$ cat src/rtl/key_buffer_ctrl.sv
// ---------------------------------------------------------------------------
// key_buffer_ctrl
//
// Sequencer for the keypoint FIFO between the FAST/orientation stage and the
// BRIEF descriptor stage. It tracks the raster position of the BRIEF window and
// generates the insert (o_flag) and pop (o_hit) strobes for the keypoint shift
// buffer. It also keeps the occupancy count and flushes leftover keypoints at
// the end of each frame.
//
// Handshake semantics (all strobes are single-cycle and registered):
//   i_pix_valid  : one raster pixel is accepted in this cycle. The window
//                  position (x_cnt, y_cnt) refers to that pixel.
//   i_kp_valid   : a keypoint is offered in this cycle. It is either inserted
//                  (o_flag high in the next cycle) or dropped. There is no
//                  back-pressure.
//   o_hit        : the buffer pops its head in this cycle. o_desc_start marks
//                  pops whose patch is complete; drain pops do not set it.
//   o_flag/o_hit : may both be high in the same cycle. The buffer then shifts
//                  and inserts, so the occupancy is unchanged.
//
// Ports:
//   i_clk, i_rst_n     clock, asynchronous active-low reset
//   i_frame_start      pulse; the first pixel of a frame follows
//   i_pix_valid        raster pixel strobe
//   i_kp_valid         new keypoint strobe
//   i_head_x/i_head_y  coordinates of the oldest buffered keypoint
//   o_flag             buffer insert strobe
//   o_hit              buffer pop strobe
//   o_desc_start       start a descriptor for the popped head
//   o_count            buffer occupancy
//   o_full/o_empty     occupancy == DEPTH / == 0
//   o_frame_done       pulse when the end-of-frame drain has finished
//   o_seq_err          sticky; i_frame_start was seen outside IDLE
//   o_drop_cnt         saturating count of dropped keypoints (stats build)
//   o_peak_occ         peak occupancy in the current frame (stats build)
//
// Optional statistics: define KEY_BUFFER_CTRL_STATS_EN to build the drop and
// peak counters. Without it, o_drop_cnt and o_peak_occ are tied to zero.
// ---------------------------------------------------------------------------
module key_buffer_ctrl #(
  parameter int IMG_W      = 640,
  parameter int IMG_H      = 480,
  parameter int DELAY_ROWS = 15,
  parameter int DELAY_COLS = 15,
  parameter int DEPTH      = 60,
  parameter int OCC_W      = $clog2(DEPTH + 1)
) (
  input  logic             i_clk,
  input  logic             i_rst_n,
  input  logic             i_frame_start,
  input  logic             i_pix_valid,
  input  logic             i_kp_valid,
  input  logic [9:0]       i_head_x,
  input  logic [9:0]       i_head_y,
  output logic             o_flag,
  output logic             o_hit,
  output logic             o_desc_start,
  output logic [OCC_W-1:0] o_count,
  output logic             o_full,
  output logic             o_empty,
  output logic             o_frame_done,
  output logic             o_seq_err,
  output logic [15:0]      o_drop_cnt,
  output logic [OCC_W-1:0] o_peak_occ
);

  localparam logic [1:0] IDLE  = 2'd0;
  localparam logic [1:0] RUN   = 2'd1;
  localparam logic [1:0] DRAIN = 2'd2;

  localparam logic [9:0]       X_LAST    = 10'(IMG_W - 1);
  localparam logic [9:0]       Y_LAST    = 10'(IMG_H - 1);
  localparam logic [OCC_W-1:0] DEPTH_OCC = OCC_W'(DEPTH);

  logic [1:0] state, state_next;
  logic [9:0] x_cnt, x_next;
  logic [9:0] y_cnt, y_next;
  // Guard equals "o_hit is high in this cycle". While the buffer is shifting,
  // the head inputs are stale, so no pop decision may use them.
  logic       guard;

  logic [10:0]      tx, ty, x_ext, y_ext;
  logic             reached;
  logic             has_kp;
  logic             hit_next;
  logic             desc_next;
  logic             flag_next;
  logic             done_next;
  logic             drop;
  logic             clear_frame;
  logic [OCC_W-1:0] count_next;

  // Hit target. The 11-bit sums cannot wrap. A head whose target lies below
  // the last row never matches in RUN and is flushed during DRAIN.
  always_comb begin
    tx      = {1'b0, i_head_x} + 11'(DELAY_COLS);
    ty      = {1'b0, i_head_y} + 11'(DELAY_ROWS);
    x_ext   = {1'b0, x_cnt};
    y_ext   = {1'b0, y_cnt};
    reached = (y_ext > ty) || ((y_ext == ty) && (x_ext >= tx));
  end

  always_comb begin
    has_kp      = (o_count != '0);
    clear_frame = (state == IDLE) && i_frame_start;
    hit_next    = 1'b0;
    desc_next   = 1'b0;
    done_next   = 1'b0;
    case (state)
      RUN: begin
        hit_next  = has_kp && i_pix_valid && !guard && reached;
        desc_next = hit_next;
      end
      DRAIN: begin
        hit_next  = has_kp && !guard;
        done_next = !has_kp;
      end
      default: ;
    endcase
    // A pop issued in the same cycle frees a slot for the insert.
    flag_next = i_kp_valid && (state == RUN) &&
                ((o_count < DEPTH_OCC) || hit_next);
    drop      = i_kp_valid && !flag_next;
  end

  always_comb begin
    count_next = o_count;
    if (clear_frame) begin
      count_next = '0;
    end else if (flag_next && !hit_next) begin
      count_next = o_count + OCC_W'(1);
    end else if (hit_next && !flag_next) begin
      count_next = o_count - OCC_W'(1);
    end
  end

  // Raster position of the BRIEF window and the frame state machine.
  always_comb begin
    state_next = state;
    x_next     = x_cnt;
    y_next     = y_cnt;
    case (state)
      IDLE: begin
        if (i_frame_start) begin
          state_next = RUN;
          x_next     = '0;
          y_next     = '0;
        end
      end
      RUN: begin
        if (i_pix_valid) begin
          if (x_cnt == X_LAST) begin
            x_next = '0;
            if (y_cnt == Y_LAST) begin
              y_next     = '0;
              state_next = DRAIN;
            end else begin
              y_next = y_cnt + 10'd1;
            end
          end else begin
            x_next = x_cnt + 10'd1;
          end
        end
      end
      DRAIN: begin
        if (!has_kp) state_next = IDLE;
      end
      default: state_next = IDLE;
    endcase
  end

  always_ff @(posedge i_clk or negedge i_rst_n) begin
    if (!i_rst_n) begin
      state        <= IDLE;
      x_cnt        <= '0;
      y_cnt        <= '0;
      guard        <= 1'b0;
      o_flag       <= 1'b0;
      o_hit        <= 1'b0;
      o_desc_start <= 1'b0;
      o_count      <= '0;
      o_full       <= 1'b0;
      o_empty      <= 1'b0;
      o_frame_done <= 1'b0;
      o_seq_err    <= 1'b0;
    end else begin
      state        <= state_next;
      x_cnt        <= x_next;
      y_cnt        <= y_next;
      guard        <= hit_next;
      o_flag       <= flag_next;
      o_hit        <= hit_next;
      o_desc_start <= desc_next;
      o_count      <= count_next;
      o_full       <= (count_next == DEPTH_OCC);
      o_empty      <= (count_next == '0);
      o_frame_done <= done_next;
      if (i_frame_start && (state != IDLE)) o_seq_err <= 1'b1;
    end
  end

`ifdef KEY_BUFFER_CTRL_STATS_EN
  always_ff @(posedge i_clk or negedge i_rst_n) begin
    if (!i_rst_n) begin
      o_drop_cnt <= '0;
      o_peak_occ <= '0;
    end else begin
      if (drop && (o_drop_cnt != 16'hffff)) o_drop_cnt <= o_drop_cnt + 16'd1;
      if (clear_frame) begin
        o_peak_occ <= '0;
      end else if (count_next > o_peak_occ) begin
        o_peak_occ <= count_next;
      end
    end
  end
`else
  assign o_drop_cnt = '0;
  assign o_peak_occ = '0;
  logic unused_stats;
  assign unused_stats = drop;
`endif

endmodule

$ cat config.mk
export PLATFORM = sky130hd
export DESIGN_NAME = key_buffer_ctrl
export DESIGN_NICKNAME = d
export VERILOG_FILES = /design/src/rtl/key_buffer_ctrl.sv
export SDC_FILE = /design/constraint.sdc
export NUM_CORES = 1
export LEC_CHECK = 0
export CAP_MARGIN = 40
export CORE_MARGIN = 2
export CORE_UTILIZATION = 53
export DETAILED_ROUTE_END_ITERATION = 10
export PLACE_DENSITY = 0.82
export SLEW_MARGIN = 0
export SYNTH_ARGS = -nofsm -noshare
export SYNTH_HDL_FRONTEND = slang
export SYNTH_SLANG_ARGS = --single-unit
export TNS_END_PERCENT = 5
$ cat constraint.sdc
create_clock -name i_clk -period 2.85 [get_ports i_clk]
set_input_delay 0.57 -clock i_clk [delete_from_list [all_inputs] [get_ports i_clk]]
set_output_delay 0.57 -clock i_clk [all_outputs]
set_load 0.02 [all_outputs]
=== After elaboration in Yosys (flattened, before gate mapping) ===
Index checks and enable logic that the tools add are counted.

* Register bits after elaboration: 35
* Output and inout bits: 35
* Word-level logic and storage cells: 76

* $add $sub $neg: 6
* Magnitude comparators: 3
* Equality and inequality tests: 11
* Muxes and demuxes: 20
* Reductions and logical operators: 25

{| class="wikitable"
|+ Operators with widths
! cell !! count
|-
| 10-bit two-way mux || 6
|-
| 10-bit one-hot mux with 2 select lines || 2
|-
| 10-bit by 4-bit adder with 11-bit output, second input constant || 2
|-
| 10-bit by 1-bit adder with 10-bit output, second input constant || 2
|-
| 6-bit two-way mux || 3
|-
| 10-bit by 11-bit equality test with 1-bit output || 1
|-
| 10-bit by 11-bit >= comparator with 1-bit output || 1
|-
| 10-bit by 11-bit > comparator with 1-bit output || 1
|-
| 1-bit logical AND || 11
|-
| 10-bit equality test, second input constant || 1
|-
| 10-bit by 9-bit equality test with 1-bit output, second input constant || 1
|-
| 2-bit two-way mux || 5
|-
| 6-bit by 1-bit adder with 6-bit output, second input constant || 1
|-
| 6-bit equality test, second input constant || 1
|-
| 6-bit logical NOT || 1
|-
| 6-bit less-than comparator, second input constant || 1
|-
| 2-bit inequality test, second input constant || 3
|-
| 2-bit one-hot mux with 3 select lines || 1
|-
| 6-bit nonzero test || 1
|-
| 6-bit by 1-bit subtractor with 6-bit output, second input constant || 1
|-
| 5-bit AND reduction || 1
|-
| 1-bit logical NOT || 4
|-
| 2-bit by 1-bit inequality test with 1-bit output, second input constant || 2
|-
| 4-bit AND reduction || 1
|-
| 8 further kinds || 11
|}

=== Longest topological paths before layout ===
Gate-level depths: netlist of run 1.

* Word-level depth: 14
* Gate-level depth with buffers: 15
* Mapped depth without buffers: 15

=== Worst setup path before layout of run 1 ===
OpenSTA, ideal clock, no wires.

* Path kind: input to register
* Start point: input port i_head_x[0]
* End point: register o_empty
* Library setup time: 96 ps
* Arrival time: 3301 ps
* Data required time: 2754 ps
* Slack: -546 ps
* Cell stages on the path: 15
* Buffers on the path: 0
* Cells stage by stage: inv_1 > ha_1 > or3b_4 > or3b_1 > xor2_1 > ha_1 > a211oi_1 > o211ai_1 > a21oi_1 > o21ai_1 > a31oi_4 > a22oi_1 > mux2i_1 > inv_1 > nor4_2

* Longest elaborated chain between the ends: 14
* Elaborated cells on any way between the ends: 16
* Classes of those cells: 1 x add/sub; 1 x order compare; 4 x mux; 10 x reduce/logical

{| class="wikitable"
|+ Ends and longest elaborated chain
! item !! RTL line !! text
|-
| start, declared || 53 || <nowiki>input logic [9:0] i_head_x,</nowiki>
|-
| 10-bit by 4-bit adder with 11-bit output * || 96 || <nowiki>tx = {1'b0, i_head_x} + 11'(DELAY_COLS);</nowiki>
|-
| 10-bit by 11-bit >= comparator with 1-bit output * || 100 || <nowiki>reached = (y_ext > ty) || ((y_ext == ty) && (x_ext >= tx));</nowiki>
|-
| 1-bit logical AND * || 100 ||
|-
| 1-bit logical OR * || 100 ||
|-
| 1-bit logical AND * || 111 || <nowiki>hit_next = has_kp && i_pix_valid && !guard && reached;</nowiki>
|-
| 1-bit one-hot mux with 2 select lines * || 109 || <nowiki>case (state)</nowiki>
|-
| 1-bit logical OR || 122 || <nowiki>((o_count < DEPTH_OCC) || hit_next);</nowiki>
|-
| 1-bit logical AND || 121 || <nowiki>flag_next = i_kp_valid && (state == RUN) &&</nowiki>
|-
| 1-bit logical NOT || 132 || <nowiki>end else if (hit_next && !flag_next) begin</nowiki>
|-
| 1-bit logical AND || 132 ||
|-
| 6-bit two-way mux || 132 ||
|-
| 6-bit two-way mux * || 130 || <nowiki>end else if (flag_next && !hit_next) begin</nowiki>
|-
| 6-bit two-way mux * || 128 || <nowiki>if (clear_frame) begin</nowiki>
|-
| net count_next[2] || 91 || <nowiki>logic [OCC_W-1:0] count_next;</nowiki>
|-
| 6-bit logical NOT * || 196 || <nowiki>o_empty <= (count_next == '0);</nowiki>
|-
| end signal, assigned || 196 ||
|-
| end, declared || 60 || <nowiki>output logic o_empty,</nowiki>
|}

The timed path passes the listed nets; every way through them passes the cells marked *.
A chain may end at the register's enable or synchronous reset.

=== Worst setup path in the final report of run 1 ===
* Start point: input port i_head_x[1]
* End point: register o_count[2]

* Longest elaborated chain between the ends: 13
* Elaborated cells on any way between the ends: 15
* Classes of those cells: 1 x add/sub; 1 x order compare; 4 x mux; 9 x reduce/logical

{| class="wikitable"
|+ Ends and longest elaborated chain
! item !! RTL line !! text
|-
| 10-bit by 4-bit adder with 11-bit output * || 96 ||
|-
| 10-bit by 11-bit >= comparator with 1-bit output * || 100 ||
|-
| 1-bit logical AND * || 100 ||
|-
| 1-bit logical OR * || 100 ||
|-
| 1-bit logical AND * || 111 ||
|-
| 1-bit one-hot mux with 2 select lines * || 109 ||
|-
| 1-bit logical OR || 122 ||
|-
| 1-bit logical AND || 121 ||
|-
| 1-bit logical NOT || 132 ||
|-
| 1-bit logical AND || 132 ||
|-
| 6-bit two-way mux || 132 ||
|-
| 6-bit two-way mux * || 130 ||
|-
| 6-bit two-way mux * || 128 ||
|-
| net count_next[2] || 91 ||
|-
| end signal, assigned || 194 || <nowiki>o_count <= count_next;</nowiki>
|-
| end, declared || 58 || <nowiki>output logic [OCC_W-1:0] o_count,</nowiki>
|}

Marks and branches as above.

==> impl_metrics.py, run 1 <==
metrics = {
    "route": {
        "first_iter_violations": 262,
        "drc": 0,
        "avgRoutedWirePerCell_microns": 15.7,
        "via_per_inst": 5.82,
        "wl_microns": 8340,
        "via_count": 3096,
        "dr.pass1.iters": 5,
        "ant_nets": 0,
    },
    "worst_hold_path": {
        "hp-class": "flip-flop to flip-flop",
    },
    "layout": {
        "syn_to_final_growth_pct": 41.5,
        "final_util_pct": 77.1,
        "drive_gt1_share_pct": 28.0,
        "diodes": 0,
        "design_area_sq_mm": 0.00422,
        "final_common_cell": "buf_4",
        "nNetsFinal": 514,
        "mostFrequentLayoutCells": "buf_4 (63), nand2_1 (36), dfrtp_1 (35)",
    },
    "critical_path": {
        "critical_path.top_delay_family": "compound AO/OA/AOI/OAI gates",
        "slowest_delay_ps": 410,
        "path_cells": "buf_12 -> inv_12 -> ha_4 -> or3b_4 -> or3b_4 -> xor2_2 -> ha_2 -> a211oi_2 -> o211ai_1 -> a21oi_2 -> buf_4 -> o211a_4 -> nor3_4 -> a22oi_2 -> mux2i_1 -> inv_1 -> buf_4 -> buf_6",
        "slowest_stage": "or3b_4",
        "crit_required_ps": 3060,
        "crit_fanout": 4,
        "cp.arrival_ps": 3600,
        "critPathKind": "input pin to flip-flop",
        "cp-end-kind": "flip-flop",
        "path_buf_inv": 6,
        "crit_path_start_kind": "input pin",
    },
    "yosys": {
        "synth_largest_area_cell": "dfrtp_1",
        "syn_inst": 350,
        "synth.distinct_cells": 55,
        "ys_ff_latch": 35,
        "synth_flop_cell": "dfrtp_1",
        "ys_top_cells_by_area": "dfrtp_1 (29%), ha_1 (13%), buf_4 (5.5%), o21ai_0 (4.7%), nand2_1 (4.7%)",
        "avgSynthCellArea_sq_um": 8.52,
        "syn_area_sq_mm": 0.00298,
        "synth.top_cell.area_share_pct": 29.4,
        "yosysWarnings": 0,
        "synth_edf_count": 0,
        "ys_seq_area_share_pct": 29.4,
        "async_flop_share_pct": 100,
    },
    "floorplan": {
        "fp.dieW_microns": 79.0,
        "io_pins": 60,
        "rows": 27,
        "floorplan.initialDensity_pct": 54.5,
        "fp.dieArea_sq_mm": 0.00624,
        "chipHeight_microns": 79.0,
        "design.core.area_sq_mm": 0.00547,
    },
    "clock_tree": {
        "cts_buffers": 5,
        "cts_tree": "built",
        "root_buffer": "clkbuf_8",
        "clkSlewWorstSetupHoldPaths_ps": 90,
        "clock_latency_ps": 310,
        "h-tree-depth": 2,
        "cts_buffer_depth": 2,
        "cts_num_sinks": 35,
    },
    "sta": {
        "skew_ps": 14.2,
        "grt_setup_unrepaired": "true",
        "drv_slew": 0,
        "post-route-period-util_pct": 119,
        "setup_viol": 8,
        "final.min_clock_period_ps": 3390,
        "timing.hold.ws_ps": 491,
        "finalHoldViolCount": 0,
        "timing.final.ws_setup_ps": -542,
        "fmax_ghz": 0.295,
    },
    "global_routing": {
        "globalRoute.totalOverflow": 0,
        "grt_first_pass_wirelength_microns": 13400,
        "grt_max_degree": 36,
        "grt_antenna_before_repair": 0,
        "grt_pass1_vias": 2945,
        "grt_usage_pct": 26.8,
    },
    "place": {
        "port-buffer-count": 37,
        "gp_congestion": 0.889,
        "dpl.hpwl_microns": 5530,
        "pre_cts_ws_ps": -1180,
        "placed_area_sq_mm": 0.00381,
    },
    "power": {
        "ir_drop_uv": 423,
        "total_power_mw": 2.55,
        "p_leak_nw": 1.96,
        "power_density_mw_per_mm2": 603,
    },
    "status": {
        "violations": "negative setup slack",
        "status": "complete, but fails checks",
    },
    "job": {
        "max_cap_violations": 0,
    },
}
[timing repair]
action / CTS / global route
resized for setup: 57 / 24
hold buffers: 0 / 0
hold endpoints to repair: 0 / 0
pin swaps: 32 / 25
setup buffers: 13 / 6
endpoints found under the setup margin: 11 / 9
[cell usage after synthesis (2+ instances only)]
library cell  count
o31ai_1           7
inv_1            22
ha_1             30
o21ai_0          28
nand3_1          25
dfrtp_1          35
nor2_1           24
clkbuf_1          2
nand2_1          37
o211ai_1          2
and2_1            4
a21boi_1          2
a21oi_1          11
o21bai_1          3
and3_1           10
xor2_1           11
nand4_1           6
nor2b_1           4
buf_4            22
a21o_1            2
xnor2_1           9
a211oi_1          5
o41ai_1           3
nor4_1            4
nor3_4            2
mux2i_1           3
nor3_1            4
nand2b_1          5
o21a_1            2
[metrics by stage]
stage                     setup TNS [ps]  std cells
after floorplan                    -1360        371
after global placement             -8800        506
after detailed placement           -9540        506
after CTS                          -1820        527
after global routing               -4230        532
final                              -3250        532
[report_power, final]
group          leakage (nW)  total [mW]  switching [mW]  internal [mW]
Sequential            0.473       0.632          0.0643          0.568
Combinational          1.43        1.45           0.856          0.593
Clock                0.0581       0.465           0.204          0.261
[final timing paths]
path | start | to | slack, ps | cells past startpoint
min in group asynchronous | i_rst_n | o_count[0] | 670 | 2
max reg2reg | o_count[0] | o_count[2] | -60 | 13
max | i_head_x[1] | o_count[2] | -540 | 18
max in group asynchronous | i_rst_n | y_cnt[5] | 1850 | 2
min reg2reg | o_seq_err | o_seq_err | 490 | 1
min | o_seq_err | o_seq_err | 490 | 1
[flip-flops by register name, indices dropped and copies added, names as in the netlist]
signal / flops
o_frame_done: 1
o_full: 1
o_flag: 1
o_count: 6
o_empty: 1
o_desc_start: 1
x_cnt: 10
guard: 1
y_cnt: 10
o_seq_err: 1
state: 2
[area by class of cell]
type	instances	area, sq um
Clock inverter	3	43.8
Clock buffer	5	68.8
Multi-Input combinational cell	290	2150
Inverter	22	103
Timing Repair Buffer	105	887
Tap cell	72	90.1
Fill cell	373	1250
Sequential cell	35	876
[per-layer routing]
| metal | global-route usage (%) | routed length (microns) |
|---|---|---|
| met5 | 0 | 0 |
| met3 | 3.75 | 450 |
| met1 | 32.9 | 3290 |
| met2 | 47.8 | 4340 |
| met4 | 10.0 | 262 |
[cells by family (layout without fill, tap and decap cells)]
| family | after synthesis | after routing | synth area share [%] |
|---|---|---|---|
| multiplexers | 3 | 3 | 1.01 |
| AND/OR/NAND/NOR | 132 | 132 | 22.7 |
| AO/OA/AOI/OAI | 83 | 83 | 19.8 |
| buffers and inverters | 46 | 135 | 8.56 |
| other | 1 | 22 | 0.126 |
| XOR/XNOR | 20 | 20 | 5.87 |
| flip-flops | 35 | 35 | 29.4 |
| adder cells (fa/ha/maj) | 30 | 30 | 12.6 |
Note: power is estimated with default switching activity, not from simulation.
==> run 2: changes to the inputs <==
Settings changed: CORE_UTILIZATION 53 to 57, CTS_CLUSTER_SIZE set to 24, PLACE_DENSITY 0.82 to 0.87.
Clock period 2.85 ns to 4.2 ns, I/O delays scaled along.
==> impl_metrics.py, run 2 (synthesis gave the netlist of run 1 again) <==
metrics = {
    "global_routing": {
        "grt_usage_pct": 24.7,
        "globalRoute.totalOverflow": 0,
        "grt_first_pass_wirelength_microns": 11800,
        "grt_max_degree": 36,
        "grt_antenna_before_repair": 0,
        "grt_pass1_vias": 2709,
    },
    "route": {
        "drc": 0,
        "avgRoutedWirePerCell_microns": 14.7,
        "via_per_inst": 5.67,
        "dr.pass1.iters": 5,
        "ant_nets": 0,
        "first_iter_violations": 226,
        "via_count": 2722,
        "wl_microns": 7070,
    },
    "critical_path": {
        "cp.arrival_ps": 4280,
        "regToRegStartpoint": "o_count[0]",
        "critPathKind": "input pin to flip-flop",
        "crit_path_start_kind": "input pin",
        "slowest_delay_ps": 510,
        "crit_required_ps": 4390,
        "reg2reg_depth": 10,
        "r2r_slack_ps": 1050,
        "critical_path.top_delay_family": "compound AO/OA/AOI/OAI gates",
        "path_cells": "clkdlybuf4s50_1 -> inv_1 -> ha_1 -> or3b_4 -> or3b_1 -> xor2_1 -> ha_1 -> a211oi_1 -> o211ai_1 -> a21oi_2 -> o211a_4 -> nor3_4 -> a22oi_2 -> mux2i_1 -> inv_1 -> nor4_2",
        "reg2reg_to": "o_empty",
        "slowest_stage": "clkdlybuf4s50_1",
        "cp-end-kind": "flip-flop",
        "crit_fanout": 4,
        "path_buf_inv": 3,
    },
    "floorplan": {
        "chipHeight_microns": 76.3,
        "fp.dieW_microns": 76.3,
        "io_pins": 60,
        "rows": 26,
        "floorplan.initialDensity_pct": 58.8,
        "fp.dieArea_sq_mm": 0.00583,
        "design.core.area_sq_mm": 0.00507,
    },
    "sta": {
        "post-route-period-util_pct": 97.2,
        "finalHoldViolCount": 0,
        "tightest_slew_ps": 748,
        "fmax_ghz": 0.245,
        "relSlewSlack_pct": 49.5,
        "setup_viol": 0,
        "timing.hold.ws_ps": 510,
        "final.min_clock_period_ps": 4080,
        "skew_ps": 5.77,
        "drv_slew": 0,
    },
    "worst_hold_path": {
        "hp-class": "flip-flop to flip-flop",
        "min_to": "o_seq_err",
        "hold_depth": 1,
        "min_from": "o_seq_err",
    },
    "clock_tree": {
        "clock_latency_ps": 290,
        "cts_num_sinks": 35,
        "h-tree-depth": 2,
        "root_buffer": "clkbuf_8",
        "cts_buffers": 5,
        "cts_buffer_depth": 2,
        "clkSlewWorstSetupHoldPaths_ps": 70,
        "cts_tree": "built",
        "cts_setup_buffers": 0,
    },
    "layout": {
        "diodes": 0,
        "multiInputGateArea_sq_mm": 0.00198,
        "n_fill_cell": 419,
        "syn_to_final_growth_pct": 21.1,
        "final_util_pct": 71.2,
        "reg_top3": "x_cnt: 10 flops, y_cnt: 10 flops, o_count: 6 flops",
        "mostFrequentLayoutCells": "nand2_1 (37), clkdlybuf4s50_1 (37), dfrtp_1 (35)",
        "nNetsFinal": 464,
        "ff_latch_area_sq_um": 876,
        "drive_gt1_share_pct": 11.2,
    },
    "job": {
        "max_cap_violations": 0,
    },
    "power": {
        "p_leak_nw": 1.63,
        "power_density_mw_per_mm2": 409,
        "p_sw_mw": 0.677,
        "seqPwrFrac_pct": 30.1,
        "p_comb_share_pct": 53.5,
        "netSwitchingFraction_pct": 45.8,
        "ir_drop_uv": 266,
        "power.internal_mw": 0.800,
        "clkPwrFrac_pct": 16.4,
    },
    "place": {
        "gp_congestion": 0.918,
        "dpl.hpwl_microns": 5440,
        "port-buffer-count": 37,
    },
    "status": {
        "status": "completed",
    },
}
-- run 2: final cells by class --
cell class	instances	share of cell area [%]
clock inverters	1	0.139
multi-input cells	290	54.8
repair buffers	55	14.0
flip-flops and latches	35	24.3
well taps	70	2.43
inverters	22	2.29
clock buffers	7	2.11
-- run 2: worst max path at each step --
stage                           start  endpoint  slack (ps)  depth (start not counted)
final                     i_head_x[0]   o_empty         120                         16
after global routing      i_head_x[0]   o_empty         -40                         16
after CTS                 i_head_x[0]   o_empty          50                         16
after detailed placement  i_head_x[0]   o_empty        -230                         16
after global placement    i_head_x[0]   o_empty        -100                         16
after floorplan           i_head_x[0]   o_empty         530                         15
-- run 2: power groups by stage --
stage	sequential [mW]	clock (mW)	combinational (mW)
CTS	0.441	0.242	0.768
floorplan	0.466	0	0.513
finish	0.445	0.242	0.790
global route	0.453	0.255	0.878
global placement	0.446	0	0.738
detailed placement	0.448	0	0.763
-- run 2: metrics by stage --
stage / power (mW) / std cells / worst slack [ps] / setup TNS (ps) / cell area (sq um)
2_1_floorplan: 0.979 / 371 / 534 / 0 / 3060
3_3_place_gp: 1.18 / 472 / -95.7 / -152 / 3480
3_5_place_dp: 1.21 / 472 / -227 / -409 / 3480
4_1_cts: 1.45 / 480 / 45.7 / 0 / 3560
5_1_grt: 1.59 / 480 / -41.7 / -41.7 / 3610
6_report: 1.48 / 480 / 117 / 0 / 3610
-- run 2: metal layers --
| layer | track usage, % | routed length, microns | up-vias |
|---|---|---|---|
| li1 | - | - | 1334 |
| met1 | 30.0 | 2930 | 1279 |
| met2 | 44.4 | 3610 | 96 |
| met3 | 3.67 | 398 | 13 |
| met4 | 8.73 | 125 | 0 |
| met5 | 0 | 0 | - |
-- run 2: repair_timing --
| item | 4_1_cts | 5_1_grt |
|---|---|---|
| hold endpoints to repair | 0 | 0 |
| hold buffers | 0 | 0 |
| resized for setup | 0 | 9 |
| endpoints found under the setup margin | 0 | 2 |
==> run 3: changes to the inputs <==
Settings changed: TNS_END_PERCENT 5 to 50.
==> results of run 3 <==
The final DEF is identical to that of run 2; final timing and power are the same.
